<file path="src/rtl/cpu_sequencer_if.sv">
// Control bundle between the accumulator-CPU sequencer and its datapath/memory.
// Sequencer strobes are combinational from state, opcode and carry, gated by ce.
interface cpu_sequencer_if;
    logic       ce;
    logic [1:0] opcode;
    logic       carry;
    logic       enable_PC;
    logic       clear_PC;
    logic       load_PC;
    logic       load_IR;
    logic       sel_adr;
    logic       mem_ce;
    logic       mem_we;
    logic       load_ACC;
    logic       sel_UAL;
    logic       load_carry;
    logic       clear_carry;
    logic [2:0] state_dbg;

    modport master (
        output ce, opcode, carry,
        input  enable_PC, clear_PC, load_PC, load_IR, sel_adr, mem_ce, mem_we,
               load_ACC, sel_UAL, load_carry, clear_carry, state_dbg
    );

    modport slave (
        input  ce, opcode, carry,
        output enable_PC, clear_PC, load_PC, load_IR, sel_adr, mem_ce, mem_we,
               load_ACC, sel_UAL, load_carry, clear_carry, state_dbg
    );
endinterface

</file>
<file path="src/rtl/cpu_sequencer.sv">
// Instruction sequencer: FETCH/DECODE/EXE, 3 ce-cycles per ALU/STA op, 2 per JCC.
// ce=0 freezes the state and forces every strobe low; rst forces INIT with strobes low.
module cpu_sequencer (
    input  logic             clk,
    input  logic             rst,
    cpu_sequencer_if.slave   bus
);
    typedef enum logic [2:0] {
        INIT    = 3'd0,
        FETCH   = 3'd1,
        DECODE  = 3'd2,
        EXE_UAL = 3'd3,
        EXE_STA = 3'd4
    } state_t;

    state_t state_q, state_d;

    logic en_pc, clr_pc, ld_pc, ld_ir, sel_adr, mem_ce, mem_we;
    logic ld_acc, sel_ual, ld_carry, clr_carry;
    logic run;

    always_ff @(posedge clk or posedge rst) begin
        if (rst) begin
            state_q <= INIT;
        end else begin
            state_q <= state_d;
        end
    end

    always_comb begin
        state_d   = state_q;
        en_pc     = 1'b0;
        clr_pc    = 1'b0;
        ld_pc     = 1'b0;
        ld_ir     = 1'b0;
        sel_adr   = 1'b0;
        mem_ce    = 1'b0;
        mem_we    = 1'b0;
        ld_acc    = 1'b0;
        sel_ual   = 1'b0;
        ld_carry  = 1'b0;
        clr_carry = 1'b0;
        case (state_q)
            INIT: begin
                en_pc     = 1'b1;
                clr_pc    = 1'b1;
                clr_carry = 1'b1;
                state_d   = FETCH;
            end
            FETCH: begin
                mem_ce  = 1'b1;
                ld_ir   = 1'b1;
                en_pc   = 1'b1;
                state_d = DECODE;
            end
            DECODE: begin
                case (bus.opcode)
                    2'b00, 2'b01: begin
                        sel_adr = 1'b1;
                        mem_ce  = 1'b1;
                        state_d = EXE_UAL;
                    end
                    2'b10: begin
                        sel_adr = 1'b1;
                        state_d = EXE_STA;
                    end
                    default: begin
                        // JCC jumps on carry clear; a set carry is consumed instead
                        ld_pc     = ~bus.carry;
                        clr_carry = bus.carry;
                        state_d   = FETCH;
                    end
                endcase
            end
            EXE_UAL: begin
                sel_adr  = 1'b1;
                mem_ce   = 1'b1;
                ld_acc   = 1'b1;
                sel_ual  = bus.opcode[0];
                ld_carry = bus.opcode[0];
                state_d  = FETCH;
            end
            EXE_STA: begin
                sel_adr = 1'b1;
                mem_ce  = 1'b1;
                mem_we  = 1'b1;
                state_d = FETCH;
            end
            default: begin
                state_d = INIT;
            end
        endcase
        if (!bus.ce) begin
            state_d = state_q;
        end
    end

    // Reset gates the strobes combinationally so an aborted instruction emits nothing
    assign run = bus.ce & ~rst;

    assign bus.enable_PC   = run & en_pc;
    assign bus.clear_PC    = run & clr_pc;
    assign bus.load_PC     = run & ld_pc;
    assign bus.load_IR     = run & ld_ir;
    assign bus.sel_adr     = run & sel_adr;
    assign bus.mem_ce      = run & mem_ce;
    assign bus.mem_we      = run & mem_we;
    assign bus.load_ACC    = run & ld_acc;
    assign bus.sel_UAL     = run & sel_ual;
    assign bus.load_carry  = run & ld_carry;
    assign bus.clear_carry = run & clr_carry;
    assign bus.state_dbg   = state_q;
endmodule

</file>
<file path="src/flat_wrapper.sv">
// flat-port wrapper written by rule: the top's interface ports become plain ports
module cpu_sequencer_flat 
  (clk, rst, bus_ce, bus_opcode, bus_carry, bus_enable_PC, bus_clear_PC, bus_load_PC, bus_load_IR, bus_sel_adr, bus_mem_ce, bus_mem_we, bus_load_ACC, bus_sel_UAL, bus_load_carry, bus_clear_carry, bus_state_dbg);
  cpu_sequencer_if bus_i ();
  input  logic clk;
  input  logic rst;
  input wire logic [$bits(bus_i.ce)-1:0] bus_ce;
  input wire logic [$bits(bus_i.opcode)-1:0] bus_opcode;
  input wire logic [$bits(bus_i.carry)-1:0] bus_carry;
  output wire logic [$bits(bus_i.enable_PC)-1:0] bus_enable_PC;
  output wire logic [$bits(bus_i.clear_PC)-1:0] bus_clear_PC;
  output wire logic [$bits(bus_i.load_PC)-1:0] bus_load_PC;
  output wire logic [$bits(bus_i.load_IR)-1:0] bus_load_IR;
  output wire logic [$bits(bus_i.sel_adr)-1:0] bus_sel_adr;
  output wire logic [$bits(bus_i.mem_ce)-1:0] bus_mem_ce;
  output wire logic [$bits(bus_i.mem_we)-1:0] bus_mem_we;
  output wire logic [$bits(bus_i.load_ACC)-1:0] bus_load_ACC;
  output wire logic [$bits(bus_i.sel_UAL)-1:0] bus_sel_UAL;
  output wire logic [$bits(bus_i.load_carry)-1:0] bus_load_carry;
  output wire logic [$bits(bus_i.clear_carry)-1:0] bus_clear_carry;
  output wire logic [$bits(bus_i.state_dbg)-1:0] bus_state_dbg;
  assign bus_i.ce = bus_ce;
  assign bus_i.opcode = bus_opcode;
  assign bus_i.carry = bus_carry;
  assign bus_enable_PC = bus_i.enable_PC;
  assign bus_clear_PC = bus_i.clear_PC;
  assign bus_load_PC = bus_i.load_PC;
  assign bus_load_IR = bus_i.load_IR;
  assign bus_sel_adr = bus_i.sel_adr;
  assign bus_mem_ce = bus_i.mem_ce;
  assign bus_mem_we = bus_i.mem_we;
  assign bus_load_ACC = bus_i.load_ACC;
  assign bus_sel_UAL = bus_i.sel_UAL;
  assign bus_load_carry = bus_i.load_carry;
  assign bus_clear_carry = bus_i.clear_carry;
  assign bus_state_dbg = bus_i.state_dbg;
  cpu_sequencer u_core (.clk(clk), .rst(rst), .bus(bus_i));
endmodule
</file>
<file path="config.mk">
export PLATFORM = sky130hd
export DESIGN_NAME = cpu_sequencer_flat
export DESIGN_NICKNAME = d
export VERILOG_FILES = /design/src/rtl/cpu_sequencer_if.sv /design/src/rtl/cpu_sequencer.sv /design/src/flat_wrapper.sv
export SDC_FILE = /design/constraint.sdc
export NUM_CORES = 1
export LEC_CHECK = 0
export ABC_AREA = 1
export CAP_MARGIN = 20
export CORE_AREA = 4 4 41 43
export DETAILED_ROUTE_END_ITERATION = 16
export DIE_AREA = 0 0 45 47
export GPL_TIMING_DRIVEN = 0
export SLEW_MARGIN = 0
export SYNTH_ARGS = -nofsm -noshare
export SYNTH_HDL_FRONTEND = slang
export SYNTH_SLANG_ARGS = --single-unit
export TNS_END_PERCENT = 10
</file>
<file path="constraint.sdc">
create_clock -name clk -period 1.3 [get_ports clk]
set_clock_uncertainty 0.05 [all_clocks]
set_input_delay 0.195 -clock clk [delete_from_list [all_inputs] [get_ports clk]]
set_output_delay 0.195 -clock clk [all_outputs]
set_load 0.02 [all_outputs]
</file>
# Word level (Yosys, flattened, before mapping)
# Cells that the tools add are included.
# totals
reg_bits	3
elab_cells	44
# op_classes
n_eq_ne	6
mux	16
n_bitwise	13
n_reduce_logical	8
# ops
op	n
$and 1x1->1	11
$mux 1	11
$pmux 3 s3	1
$reduce_or 3->1	3
$eq 3x2->1 const B	2
$pmux 1 s2	3
$pmux 3 s2	1
$reduce_or 2->1	3
$eq 3x1->1 const B	1
$eq 3x3->1 const B	1
$logic_not 3->1	1
$eq 2x1->1 const B	1
$eq 2x2->1 const B	1
$logic_not 2->1	1
$not 1->1	2

# Longest topological paths before layout
# logic_depth
depth_word	5
depth_mapped	7
depth_no_buf	7

# Least setup slack after synthesis
# No wires, ideal clock.
# synth_timing
kind	register to output
startpoint	register u_core.state_q[0], in the netlist u_core.bus.state_dbg[0]
endpoint	output bus_sel_UAL
t_arrival_ps	1586
setup_slack_ps	-531
path_stages_with_launch	4
path_buffers	1
cell_sequence	dfrtp_1 nand3_1 nor3b_1 buf_4
# synth_between
elab_chain_cells	3
# synth_rtl
item	line_no	text
start, declared	cpu_sequencer.sv:16	state_t state_q, state_d;
start signal, assigned	cpu_sequencer.sv:26	state_q <= state_d;
$eq 3x2->1	n/a	
$mux 1	n/a	
$and 1x1->1	n/a	
end, declared	flat_wrapper.sv:18	output wire logic [$bits(bus_i.sel_UAL)-1:0] bus_sel_UAL;
# No other way between the ends.

# Final worst setup path
# layout_timing
startpoint	register u_core.state_q[0], in the netlist u_core.bus.state_dbg[0]
endpoint	output bus_sel_adr
# layout_between
elab_chain_cells	4
# layout_rtl
item	line_no	text
$eq 3x2->1 / $eq 3x3->1 (equally long branches)	cpu_sequencer.sv:43	case (state_q)
$reduce_or 2->1 (no source line)	n/a	
$pmux 1 s2 (*)	cpu_sequencer.sv:43	
$and 1x1->1 (*)	cpu_sequencer.sv:105	assign bus.sel_adr = run & sel_adr;
end, declared	flat_wrapper.sv:14	output wire logic [$bits(bus_i.sel_adr)-1:0] bus_sel_adr;
# Every way passes the cells marked *; elsewhere a longest branch is shown, timed or not.

==> run_results.csv <==
group,metric,value,unit
status,status,"complete, but fails checks",
status,violations,"setup timing",
pwr,power_frac_comb,66.0,%
worst_setup_path,critPathMaxStageDelay,460,ps
clock_tree,numCtsBuffers,3,
worst_setup_path,critPathLaunchType,"register",
floorplanning,start_util,23.0,%
yosys,synth_area,299,µm²
pwr,power_density,1860,nW/µm²
worst_setup_path,r2r_start,"u_core.bus.state_dbg[0]",
timing,setup_tns,-1990,ps
floorplanning,rows,13,
placement,hpwlAfterDp,758,µm
pwr,netSwitchingFraction,47.0,%
floorplanning,num_io_pins,20,
timing,max_freq,635,MHz
worst_setup_path,critPathRequiredTime,1050,ps
layout,largest_reg_flops,3,
layout,area_delta_synth_final,108,%
worst_setup_path,critPathSlowestCell,"dfrtp_2",
floorplanning,die_h,47,µm
grt,grt_max_degree,11,
worst_setup_path,reg2reg_depth,6,
layout,nets,90,
timing,finalCritPeriodShare,121,%
layout,nFillCells,160,
layout,fin_cells,98,
layout,diodes,0,
worst_setup_path,critPathMostFrequentCell,"buf_6",
routing,drt_iter0_markers,3,
yosys,syn_avg_cell_area,5.64,µm²
grt,antenna_found_initial,0,
clock_tree,cts_sinks,3,
floorplanning,dieArea,2120,µm²
yosys,synth_cells,53,
worst_hold_path,min-delay-path-class,"in -> async",
timing,slew_headroom,84.1,%
timing,hold_viol,0,
floorplanning,fp.dieW,45,µm
yosys,ys_ff_latch,3,
timing,setup_viol,12,
timing,maxSlewViolCount,0,
yosys,yosysSeqAreaShare,25.1,%
yosys,synth_warnings,0,
placement,dp.cells,87,
worst_setup_path,endpoint_kind,"primary output",
clock_tree,clk_latency,240,ps
routing,wl_met1,423,µm
pwr,p_seq_share,19.8,%
timing,rsz0062_at_grt,"yes",
routing,drc_errors,0,
yosys,yosysUniqueCellTypes,15,
routing,viasPerCell,4.23,
worst_setup_path,crit_type,"reg -> out",
routing,antenna_left,0,
grt,grt_pass1_vias,409,
worst_setup_path,rrSetupSlack,190,ps
worst_setup_path,crit_family,"flip-flops",
routing,wl_met2,479,µm
pwr,p_int,614,µW
clock_tree,cts.htree.levels,1,
yosys,synth_nets,59,
grt,grt_first_pass_wirelength,1.57,mm
pwr,p_switching,545,µW
routing,vias,415,
timing,tightest_slew,239,ps
pwr,leakage,0.000327,µW
routing,wl,1.00,mm
clock_tree,clock_tree.buffer_depth,2,
routing,drt_pre_antenna_iters,2,
timing,setup_ws,-274,ps
worst_setup_path,crit_buf_inv,2,
run,cap_violations,0,
worst_setup_path,path_cells,"buf_6 > nor2_4 > nand2_2 > a21oi_2 > buf_6",
floorplanning,coreArea,1300,µm²
grt,grt_use_total,10.5,%
routing,highest_layer,"met4",
pwr,clock_power_share,14.2,%
worst_setup_path,crit_arrival,1330,ps
routing,met3_length,76,µm
pwr,peakVddDrop,1180,µV
grt,overflow,0,
placement,port-buffer-count,19,
layout,drive_gt1_share,48.2,%
clock_tree,ctsHoldBuffers,0,
clock_tree,cts_root_buffer,"clkbuf_4",
worst_setup_path,critical_path.max_fanout,6,
timing,period_needed,1570,ps
routing,wire_per_inst,10.2,µm
worst_setup_path,reg2reg_to,"u_core.bus.state_dbg[1]",
placement,gp_congestion,0.814,
clock_tree,clk_pin_slew,40,ps
clock_tree,cts_tree,"built",
[cells in the final DEF (no fill, tap or decap), drive strengths merged]
| cell type | count |
|---|---|
| nor2 | 11 |
| a21oi | 1 |
| nor3 | 2 |
| and2 | 1 |
| o21ai | 2 |
| nand2 | 18 |
| dfrtp | 3 |
| nand3 | 5 |
| inv | 8 |
| clkdlybuf4s50 | 4 |
| clkbuf | 5 |
| nor3b | 1 |
| dlygate4sd2 | 2 |
| buf | 20 |
[logic make-up (layout without fill, tap and decap cells)]
family	after synthesis	count (layout)	synth area share (%)
and+or+nand+nor	38	38	56.1
buffers and inverters	9	39	12.6
AOI/OAI and AO/OA	3	3	6.27
DFF	3	3	25.1
[routing by layer]
| metal | vias to the layer above | GRT usage, % |
|---|---|---|
| li1 | 225 | - |
| met1 | 175 | 12.0 |
| met2 | 13 | 17.5 |
| met3 | 2 | 2.30 |
| met4 | 0 | 7.02 |
| met5 | - | 0 |
[worst max path at each step]
stage,start,endpoint,cells past startpoint
global placement,bus_ce,bus_clear_carry,6
finish,u_core.bus.state_dbg[0],bus_sel_adr,5
floorplan,u_core.bus.state_dbg[2],bus_sel_UAL,4
global route,u_core.bus.state_dbg[0],bus_sel_adr,5
CTS,u_core.bus.state_dbg[0],bus_sel_adr,5
detailed placement,bus_ce,bus_sel_UAL,5
[cells in the mapped netlist]
| library cell | instances | share of area (%) |
|---|---|---|
| o21ai_0 | 1 | 1.7 |
| dfrtp_1 | 3 | 25 |
| nor2_1 | 10 | 13 |
| nand2_1 | 16 | 20 |
| nor3_1 | 2 | 3.3 |
| a21oi_2 | 1 | 2.9 |
| o21ai_1 | 1 | 1.7 |
| inv_2 | 1 | 1.3 |
| buf_4 | 1 | 2.5 |
| and2_4 | 1 | 2.9 |
| nand3_1 | 5 | 8.4 |
| nor2_2 | 1 | 2.1 |
| nand2_2 | 2 | 4.2 |
| nor3b_1 | 1 | 2.5 |
| inv_1 | 7 | 8.8 |
[worst min-delay path, stage by stage]
cell and delay, ps:
clkdlybuf4s50_1 410, inv_2 80, buf_4 130
[stage by stage]
stage               util [%]  total power [µW]  setup slack [ps]  hold slack [ps]  area [µm²]
floorplan                  -               597             -90.9            -85.6         335
global placement        41.8               825              -879              340         544
detailed placement      41.8               827              -891              351         544
CTS                     46.0              1100              -289              197         598
global route            47.8              1260              -341              217         622
finish                  47.8              1160              -274              207         622
[power groups by stage]
stage                     sequential [µW]  combinational (µW)  clock, µW
after floorplan                       252                 345          0
after global placement                226                 599          0
after detailed placement              224                 603          0
after CTS                             240                 687        173
after global routing                  235                 853        175
final                                 230                 765        164
[repair_timing]
action / in CTS / in global routing
setup buffers: 5 / 2
pin swaps: 5 / 3
gates resized for setup: 70 / 6
endpoints found under the setup margin: 14 / 13
hold endpoints to repair: 0 / 0
[cell type report]
cell class	instances	area [µm²]	area share [%]
plain buffers	1	11.3	1.81
clock buffers	4	26.3	4.23
flip-flops and latches	3	78.8	12.7
repair buffers	26	214	34.4
inverters	8	32.5	5.23
multi-input cells	41	240	38.6
well taps	15	18.8	3.02
Power figures use the tool's default switching activity.
